`config.mk`:
```
export PLATFORM = sky130hd
export DESIGN_NAME = reg_file_sb
export DESIGN_NICKNAME = d
export VERILOG_FILES = /design/src/rtl/cpu_pkg.sv /design/src/rtl/sb_scoreboard.sv /design/src/rtl/reg_file_sb.sv
export SDC_FILE = /design/constraint.sdc
export NUM_CORES = 1
export LEC_CHECK = 0
export BUFFER_PORTS_ARGS = -buffer_cell sky130_fd_sc_hd__buf_4
export CELL_PAD_IN_SITES_DETAIL_PLACEMENT = 0
export CELL_PAD_IN_SITES_GLOBAL_PLACEMENT = 1
export CORE_MARGIN = 2
export CORE_UTILIZATION = 55
export DETAILED_ROUTE_END_ITERATION = 10
export PLACE_DENSITY = 0.86
export SYNTH_ARGS = -nofsm -noshare
export SYNTH_HDL_FRONTEND = slang
export SYNTH_SLANG_ARGS = --single-unit
```
`constraint.sdc`:
```
create_clock -name clk -period 12 [get_ports clk]
set_clock_uncertainty 0.05 [all_clocks]
set_input_delay 0 -clock clk [delete_from_list [all_inputs] [get_ports clk]]
set_output_delay 0 -clock clk [all_outputs]
set_load 0.01 [all_outputs]
```
`src/rtl/cpu_pkg.sv`:
```
// Shared core definitions: default data width, the hard-wired zero register
// index and the register index type for the default register count.
package cpu_pkg;

  localparam int XLEN_DEFAULT  = 32;
  localparam int NREGS_DEFAULT = 16;
  localparam int ZERO_REG      = 0;

  typedef logic [$clog2(NREGS_DEFAULT)-1:0] reg_idx_t;

endpackage

```
`src/rtl/sb_scoreboard.sv`:
```
// Per-register busy scoreboard: issue reserves a destination, write-back
// releases it, and RAW/WAW hazards raise iss_stall.
module sb_scoreboard
  import cpu_pkg::*;
#(
  parameter int NREGS  = NREGS_DEFAULT,
  parameter int ADDR_W = $clog2(NREGS),
  parameter int BYPASS = 1
) (
  input  logic              clk,
  input  logic              reset,
  input  logic [ADDR_W-1:0] rs1_addr,
  input  logic [ADDR_W-1:0] rs2_addr,
  input  logic              iss_valid,
  input  logic [ADDR_W-1:0] iss_rd,
  input  logic              iss_rd_en,
  input  logic              wb_en,
  input  logic [ADDR_W-1:0] wb_addr,
  output logic              iss_stall,
  output logic [NREGS-1:0]  busy,
  output logic [ADDR_W:0]   pending
);

  localparam int CNT_W = ADDR_W + 1;

  logic [NREGS-1:0] busy_q, busy_d, eff_busy;
  logic [CNT_W-1:0] pending_q, pending_d;
  logic             hazard;
  logic             accept;

  // A register being written back this cycle is already resolved when forwarding.
  always_comb begin
    eff_busy = busy_q;
    if ((BYPASS != 0) && wb_en) eff_busy[wb_addr] = 1'b0;
    hazard = eff_busy[rs1_addr] | eff_busy[rs2_addr] | (iss_rd_en & eff_busy[iss_rd]);
    iss_stall = iss_valid & hazard;
    accept    = iss_valid & ~hazard;
  end

  // Release first so a same-cycle reservation of the same index wins.
  always_comb begin
    busy_d = busy_q;
    if (wb_en) busy_d[wb_addr] = 1'b0;
    if (accept && iss_rd_en) busy_d[iss_rd] = 1'b1;
    busy_d[ZERO_REG] = 1'b0;
    pending_d = '0;
    for (int i = 0; i < NREGS; i++) begin
      pending_d = pending_d + CNT_W'(busy_d[i]);
    end
  end

  always_ff @(posedge clk or negedge reset) begin
    if (!reset) begin
      busy_q    <= '0;
      pending_q <= '0;
    end else begin
      busy_q    <= busy_d;
      pending_q <= pending_d;
    end
  end

  assign busy    = busy_q;
  assign pending = pending_q;

endmodule

```
`src/rtl/reg_file_sb.sv`:
```
// Register file with two combinational read ports, one write-back port,
// hard-wired zero register, optional write-back forwarding and a busy scoreboard.
module reg_file_sb
  import cpu_pkg::*;
#(
  parameter int XLEN   = XLEN_DEFAULT,
  parameter int NREGS  = NREGS_DEFAULT,
  parameter int ADDR_W = $clog2(NREGS),
  parameter int BYPASS = 1
) (
  input  logic              clk,
  input  logic              reset,
  input  logic [ADDR_W-1:0] rs1_addr,
  output logic [XLEN-1:0]   rs1_data,
  input  logic [ADDR_W-1:0] rs2_addr,
  output logic [XLEN-1:0]   rs2_data,
  input  logic              iss_valid,
  input  logic [ADDR_W-1:0] iss_rd,
  input  logic              iss_rd_en,
  output logic              iss_stall,
  input  logic              wb_en,
  input  logic [ADDR_W-1:0] wb_addr,
  input  logic [XLEN-1:0]   wb_data,
  output logic [NREGS-1:0]  busy,
  output logic [ADDR_W:0]   pending
);

  localparam logic [ADDR_W-1:0] ZERO_IDX = ADDR_W'(ZERO_REG);

  logic [XLEN-1:0] regs_q [NREGS];
  logic [XLEN-1:0] regs_d [NREGS];
  logic            wb_live;

  assign wb_live = wb_en && (wb_addr != ZERO_IDX);

  always_comb begin
    regs_d = regs_q;
    if (wb_live) regs_d[wb_addr] = wb_data;
  end

  always_ff @(posedge clk or negedge reset) begin
    if (!reset) regs_q <= '{default: '0};
    else        regs_q <= regs_d;
  end

  // x0 reads as zero regardless of storage; forwarding overrides the array.
  always_comb begin
    rs1_data = (rs1_addr == ZERO_IDX) ? '0 : regs_q[rs1_addr];
    rs2_data = (rs2_addr == ZERO_IDX) ? '0 : regs_q[rs2_addr];
    if ((BYPASS != 0) && wb_live && (wb_addr == rs1_addr)) rs1_data = wb_data;
    if ((BYPASS != 0) && wb_live && (wb_addr == rs2_addr)) rs2_data = wb_data;
  end

  sb_scoreboard #(
    .NREGS  (NREGS),
    .ADDR_W (ADDR_W),
    .BYPASS (BYPASS)
  ) u_sb (
    .clk       (clk),
    .reset     (reset),
    .rs1_addr  (rs1_addr),
    .rs2_addr  (rs2_addr),
    .iss_valid (iss_valid),
    .iss_rd    (iss_rd),
    .iss_rd_en (iss_rd_en),
    .wb_en     (wb_en),
    .wb_addr   (wb_addr),
    .iss_stall (iss_stall),
    .busy      (busy),
    .pending   (pending)
  );

endmodule

```
==> flow_summary.html <==
<table>
<tr><th>Metric</th><th>Value</th></tr>
<tr><th colspan="2">Status</th></tr>
<tr><td>Status</td><td>finished, violations left</td></tr>
<tr><td>Failing checks</td><td>negative hold slack</td></tr>
<tr><th colspan="2">Final layout</th></tr>
<tr><td>Most common cell after layout, fill and taps aside</td><td>sky130_fd_sc_hd__dfrtp_1</td></tr>
<tr><td>Final core utilization</td><td>a little over three fifths</td></tr>
<tr><td>Antenna fix cells</td><td>0</td></tr>
<tr><td>Layout fillers</td><td>3,805</td></tr>
<tr><td>Area added between synthesis and finish</td><td>12.6%</td></tr>
<tr><td>Proportion of layout cells with a drive suffix above 1</td><td>between 50 and 60%</td></tr>
<tr><td>Commonest non-fill, non-tap cells in the layout</td><td>532 x sky130_fd_sc_hd__dfrtp_1, 480 x sky130_fd_sc_hd__mux2_2, 323 x sky130_fd_sc_hd__mux4_2</td></tr>
<tr><td>Number of nets in the finished design</td><td>2,068</td></tr>
<tr><th colspan="2">Floorplanning</th></tr>
<tr><td>Initial Util</td><td>55.4%</td></tr>
<tr><td>Boundary pin count</td><td>about 140</td></tr>
<tr><td>Area inside the core boundary</td><td>52,400 sq um</td></tr>
<tr><td>Y dimension of the die</td><td>234 um</td></tr>
<tr><td>Width of the die</td><td>234 um</td></tr>
<tr><td>Number of core rows</td><td>84</td></tr>
<tr><td>Die ar.</td><td>about 55,000 sq um</td></tr>
<tr><th colspan="2">Worst setup path</th></tr>
<tr><td>Cell breakdown of the critical path</td><td>dlygate4sd3_1 &gt; buf_4 &gt; nand3b_1 &gt; or2_2 &gt; buf_4 &gt; nand2_2 &gt; o22ai_1 &gt; or4_4 &gt; o31ai_1 &gt; ha_1 &gt; inv_1 &gt; fa_1 &gt; fa_1 &gt; fa_1 &gt; inv_1 &gt; fa_1 &gt; ha_1 &gt; fa_1 &gt; a21oi_1 &gt; nor2b_1</td></tr>
<tr><td>CP Capture Type</td><td>flip-flop</td></tr>
<tr><td>Largest incremental delay on the critical path</td><td>650 ps</td></tr>
<tr><td>Largest fanout on the critical path</td><td>33</td></tr>
<tr><td>Cell with the largest stage delay on the worst path</td><td>sky130_fd_sc_hd__or4_4</td></tr>
<tr><td>Arrival @ worst endpoint</td><td>6530 ps</td></tr>
<tr><td>Setup CP Type</td><td>primary input to flip-flop</td></tr>
<tr><td>Endpoint required time on the critical path</td><td>12,450 ps</td></tr>
<tr><td>Top cell by count, worst path</td><td>sky130_fd_sc_hd__fa_1</td></tr>
<tr><td>Launching element type of the critical path</td><td>primary input</td></tr>
<tr><th colspan="2">Power and ir drop</th></tr>
<tr><td>Combinational cell fraction of total power</td><td>26.7%</td></tr>
<tr><td>Register share of total power</td><td>a little over two fifths</td></tr>
<tr><td>Power density over the cells</td><td>175 nW/um^2</td></tr>
<tr><td>Internal power</td><td>approximately 4.1 mW</td></tr>
<tr><td>Largest vdd supply drop</td><td>~110 uV</td></tr>
<tr><td>NetSw</td><td>around 1.6 mW</td></tr>
<tr><td>Clk pwr share</td><td>29.9%</td></tr>
<tr><td>Standby leakage power</td><td>about 14 nW</td></tr>
<tr><td>Fraction of power spent switching nets</td><td>between 20 and 30%</td></tr>
<tr><th colspan="2">Logic synthesis</th></tr>
<tr><td>Net count after synthesis</td><td>approximately 2,000</td></tr>
<tr><td>Count of different cell masters after synthesis</td><td>58</td></tr>
<tr><td>Xor/xnor cell area share of the yosys netlist</td><td>less than 1%</td></tr>
<tr><td>Mapped Area</td><td>29,100 sq um</td></tr>
<tr><td>Predominant post-synthesis flop cell</td><td>sky130_fd_sc_hd__dfrtp_1</td></tr>
<tr><td>Synth Area in Adders</td><td>0.878%</td></tr>
<tr><td>Post-Synthesis Cells</td><td>1,942</td></tr>
<tr><td>Compound-Gate Fraction of Synth Area</td><td>under 10%</td></tr>
<tr><td>Main combinational cell family by area after synthesis</td><td>multiplexers</td></tr>
<tr><td>Proportion of register bits with asynchronous set or reset after synthesis</td><td>100%</td></tr>
<tr><td>Most area-consuming cells after synthesis</td><td>sky130_fd_sc_hd__dfrtp_1 46%, sky130_fd_sc_hd__mux4_2 25%, sky130_fd_sc_hd__mux2_2 19%, sky130_fd_sc_hd__clkbuf_1 2.0%, sky130_fd_sc_hd__o21ai_0 1.3%</td></tr>
<tr><td>Post-synth EDFFs</td><td>0</td></tr>
<tr><td>Flip-flop and latch count after synthesis</td><td>532</td></tr>
<tr><td>Avg Synthesized Cell Area</td><td>15.0 sq um</td></tr>
<tr><td>Yosys warning total</td><td>0</td></tr>
<tr><td>Post-Synth Simple-Gate Area</td><td>2.27%</td></tr>
<tr><td>Part of the Yosys area used for sequential elements</td><td>45.8%</td></tr>
<tr><td>Top-area cell type share of the netlist area</td><td>a little under half</td></tr>
<tr><td>Cell accounting for the most synthesized area</td><td>sky130_fd_sc_hd__dfrtp_1</td></tr>
<tr><td>Share of synthesized area spent on multiplexers</td><td>approximately 44%</td></tr>
<tr><th colspan="2">Placement</th></tr>
<tr><td>Count of port buffers added during placement</td><td>between 100 and 150</td></tr>
<tr><td>DPL Wire Length</td><td>41.7 mm</td></tr>
<tr><td>Weighted congestion reported at the end of routability-driven placement</td><td>between 0.8 and 0.9</td></tr>
<tr><th colspan="2">Global route</th></tr>
<tr><td>Pin count of the biggest net entering global routing</td><td>181</td></tr>
<tr><td>Grt ovf</td><td>0</td></tr>
<tr><td>GRT Overall Usage</td><td>between 20% and 30%</td></tr>
<tr><td>Wire length of the first global-routing pass</td><td>roughly 120 mm</td></tr>
<tr><td>Via count of the first global-routing pass</td><td>19,300</td></tr>
<tr><td>Antenna violations before repair</td><td>3</td></tr>
<tr><th colspan="2">Route</th></tr>
<tr><td>Initial DRC Count</td><td>1,553</td></tr>
<tr><td>Remaining antenna violation count</td><td>0</td></tr>
<tr><td>Pre-antenna DRT Iters</td><td>5</td></tr>
<tr><td>Count of unresolved DRC violations after routing</td><td>0</td></tr>
<tr><td>Post-Route WL</td><td>75.4 mm</td></tr>
<tr><td>Routed wirelength normalized by instance count</td><td>27.6 um</td></tr>
<tr><td>Vias per Instance</td><td>around 6.6</td></tr>
<tr><td>Count of vias placed by the detailed router</td><td>about 18,000</td></tr>
<tr><th colspan="2">CTS</th></tr>
<tr><td>Post-CTS repair timing setup buffer count</td><td>0</td></tr>
<tr><td>TritonCTS clock tree</td><td>yes</td></tr>
<tr><td>Buffer cell driving the clock tree root</td><td>sky130_fd_sc_hd__clkbuf_16</td></tr>
<tr><td>Clock Path Buffers</td><td>3</td></tr>
<tr><td>Clock slew seen by the registers of the worst setup and hold paths</td><td>60 ps</td></tr>
<tr><td>CTS sink cnt</td><td>532</td></tr>
<tr><td>Total number of H-tree levels</td><td>2</td></tr>
<tr><td>Number of cells upsized or downsized after cts</td><td>0</td></tr>
<tr><td>Num CTS Buffers</td><td>56</td></tr>
<tr><td>Clock latency on the worst-skew pair</td><td>610 ps</td></tr>
<tr><th colspan="2">Flow run</th></tr>
<tr><td>Max Cap Violations</td><td>0</td></tr>
<tr><th colspan="2">Timing</th></tr>
<tr><td>Final slew viol count</td><td>0</td></tr>
<tr><td>Final sum of negative setup slack</td><td>0 ps</td></tr>
<tr><td>Final worst path period need</td><td>6080 ps</td></tr>
<tr><td>Headroom to the max-slew limit</td><td>26.6%</td></tr>
<tr><td>Finish-stage setup viols</td><td>0</td></tr>
<tr><td>Final-report hold violation count</td><td>8</td></tr>
<tr><td>Fmax</td><td>165 MHz</td></tr>
<tr><td>Transition at the pin with the smallest max-transition slack</td><td>approximately 1100 ps</td></tr>
<tr><td>Period utilisation layout</td><td>50.7%</td></tr>
<tr><td>RSZ-0062 raised after global routing</td><td>false</td></tr>
<tr><td>Worst slack on hold paths</td><td>-16.8 ps</td></tr>
<tr><th colspan="2">Hold path</th></tr>
<tr><td>Tightest Hold Check Type</td><td>primary input to asynchronous set/reset pin</td></tr>
</table>
[stage by stage]
| step | hold slack [ps] | power, mW | setup WS (ps) | instances | cell area [sq um] |
|---|---|---|---|---|---|
| final | -16.8 | 5.72 | 5920 | 2729 | 32700 |
| after global routing | 62.2 | 6.00 | 5520 | 2729 | 32700 |
| after global placement | 79.2 | 3.93 | 5440 | 2582 | 30400 |
| after floorplan | -346 | 3.51 | 6840 | 1942 | 29100 |
| after CTS | 31.7 | 5.75 | 5940 | 2729 | 32700 |
| after detailed placement | 101 | 4.02 | 5330 | 2582 | 30400 |
[kinds of logic (layout without fill, tap and decap cells)]
group | Yosys count | in the layout
AO/OA/AOI/OAI | 138 | 138
XOR/XNOR | 11 | 11
adder cells (fa/ha/maj) | 15 | 15
buffers and inverters | 297 | 396
flip-flops | 532 | 532
multiplexers | 804 | 804
other | 1 | 1
AND/OR/NAND/NOR | 144 | 144
[registers in the layout, summed over array words and instances (netlist names)]
name	cells
u_sb.busy	15
u_sb.pending	5
regs_q	512
[cell usage after synthesis (3+ instances only)]
cell type / n
sky130_fd_sc_hd__a21o_1: 4
sky130_fd_sc_hd__a21oi_1: 5
sky130_fd_sc_hd__a31oi_1: 3
sky130_fd_sc_hd__buf_1: 25
sky130_fd_sc_hd__buf_2: 31
sky130_fd_sc_hd__buf_6: 5
sky130_fd_sc_hd__clkbuf_1: 154
sky130_fd_sc_hd__dfrtp_1: 532
sky130_fd_sc_hd__fa_1: 9
sky130_fd_sc_hd__ha_1: 6
sky130_fd_sc_hd__inv_1: 78
sky130_fd_sc_hd__mux2_2: 480
sky130_fd_sc_hd__mux4_2: 323
sky130_fd_sc_hd__nand2_1: 81
sky130_fd_sc_hd__nand2b_1: 4
sky130_fd_sc_hd__nand3_1: 7
sky130_fd_sc_hd__nand4_1: 5
sky130_fd_sc_hd__nor2_1: 23
sky130_fd_sc_hd__nor2b_1: 4
sky130_fd_sc_hd__o2111ai_1: 4
sky130_fd_sc_hd__o211ai_1: 9
sky130_fd_sc_hd__o21ai_0: 75
sky130_fd_sc_hd__o21ai_1: 4
sky130_fd_sc_hd__o31a_1: 4
sky130_fd_sc_hd__o31ai_1: 13
sky130_fd_sc_hd__o31ai_2: 3
sky130_fd_sc_hd__or2_2: 3
sky130_fd_sc_hd__xnor2_1: 10
[critical path, delay by kind of cell]
family	cells	cell delay (ps)
fa+ha+maj	7	2930
simple gates	5	1810
buf+inv	5	1180
compound gates	3	610
[final timing paths]
kind,depth (start not counted),slack (ps),end,startpoint
min reg2reg,0,350,regs_q[494],regs_q[494]
min in group clk,4,70,u_sb.busy[3],wb_addr[2]
min,2,-20,u_sb.busy[4],reset
max in group asynchronous,4,9400,regs_q[57],reset
max,20,5920,u_sb.pending[4],wb_addr[3]
max reg2reg,16,6420,u_sb.pending[4],u_sb.busy[14]
[per-layer routing]
metal	vias to the layer above	global-route usage [%]	routed length [um]	part of all wire, %
met4	2	9.71	2280	3.0
met5	-	0	14	0.019
li1	7502	-	-	-
met2	681	45.5	36500	48
met3	146	5.46	4960	6.6
met1	9714	40.4	31600	42
[final cells by class]
type	instances	area, sq um	area share (%)
Multi-Input combinational cell	1113	14700	44.8
Timing Repair Buffer	217	1790	5.47
Clock buffer	86	1710	5.21
Sequential cell	532	13300	40.7
Tap cell	688	861	2.63
Inverter	80	300	0.917
Clock inverter	13	101	0.310
[power groups by stage]
stage	sequential, mW	clock [mW]	combinational (mW)
global placement	2.45	0	1.48
detailed placement	2.50	0	1.52
floorplan	2.41	0	1.10
global route	2.53	1.81	1.66
finish	2.48	1.71	1.53
CTS	2.47	1.74	1.54
[timing repair]
action                                  in CTS  in global routing
endpoints found under the setup margin       0                  0
hold buffers                                48                  0
endpoints found under the hold margin      615                  0
No activity file was read; power rests on OpenSTA's default activity.
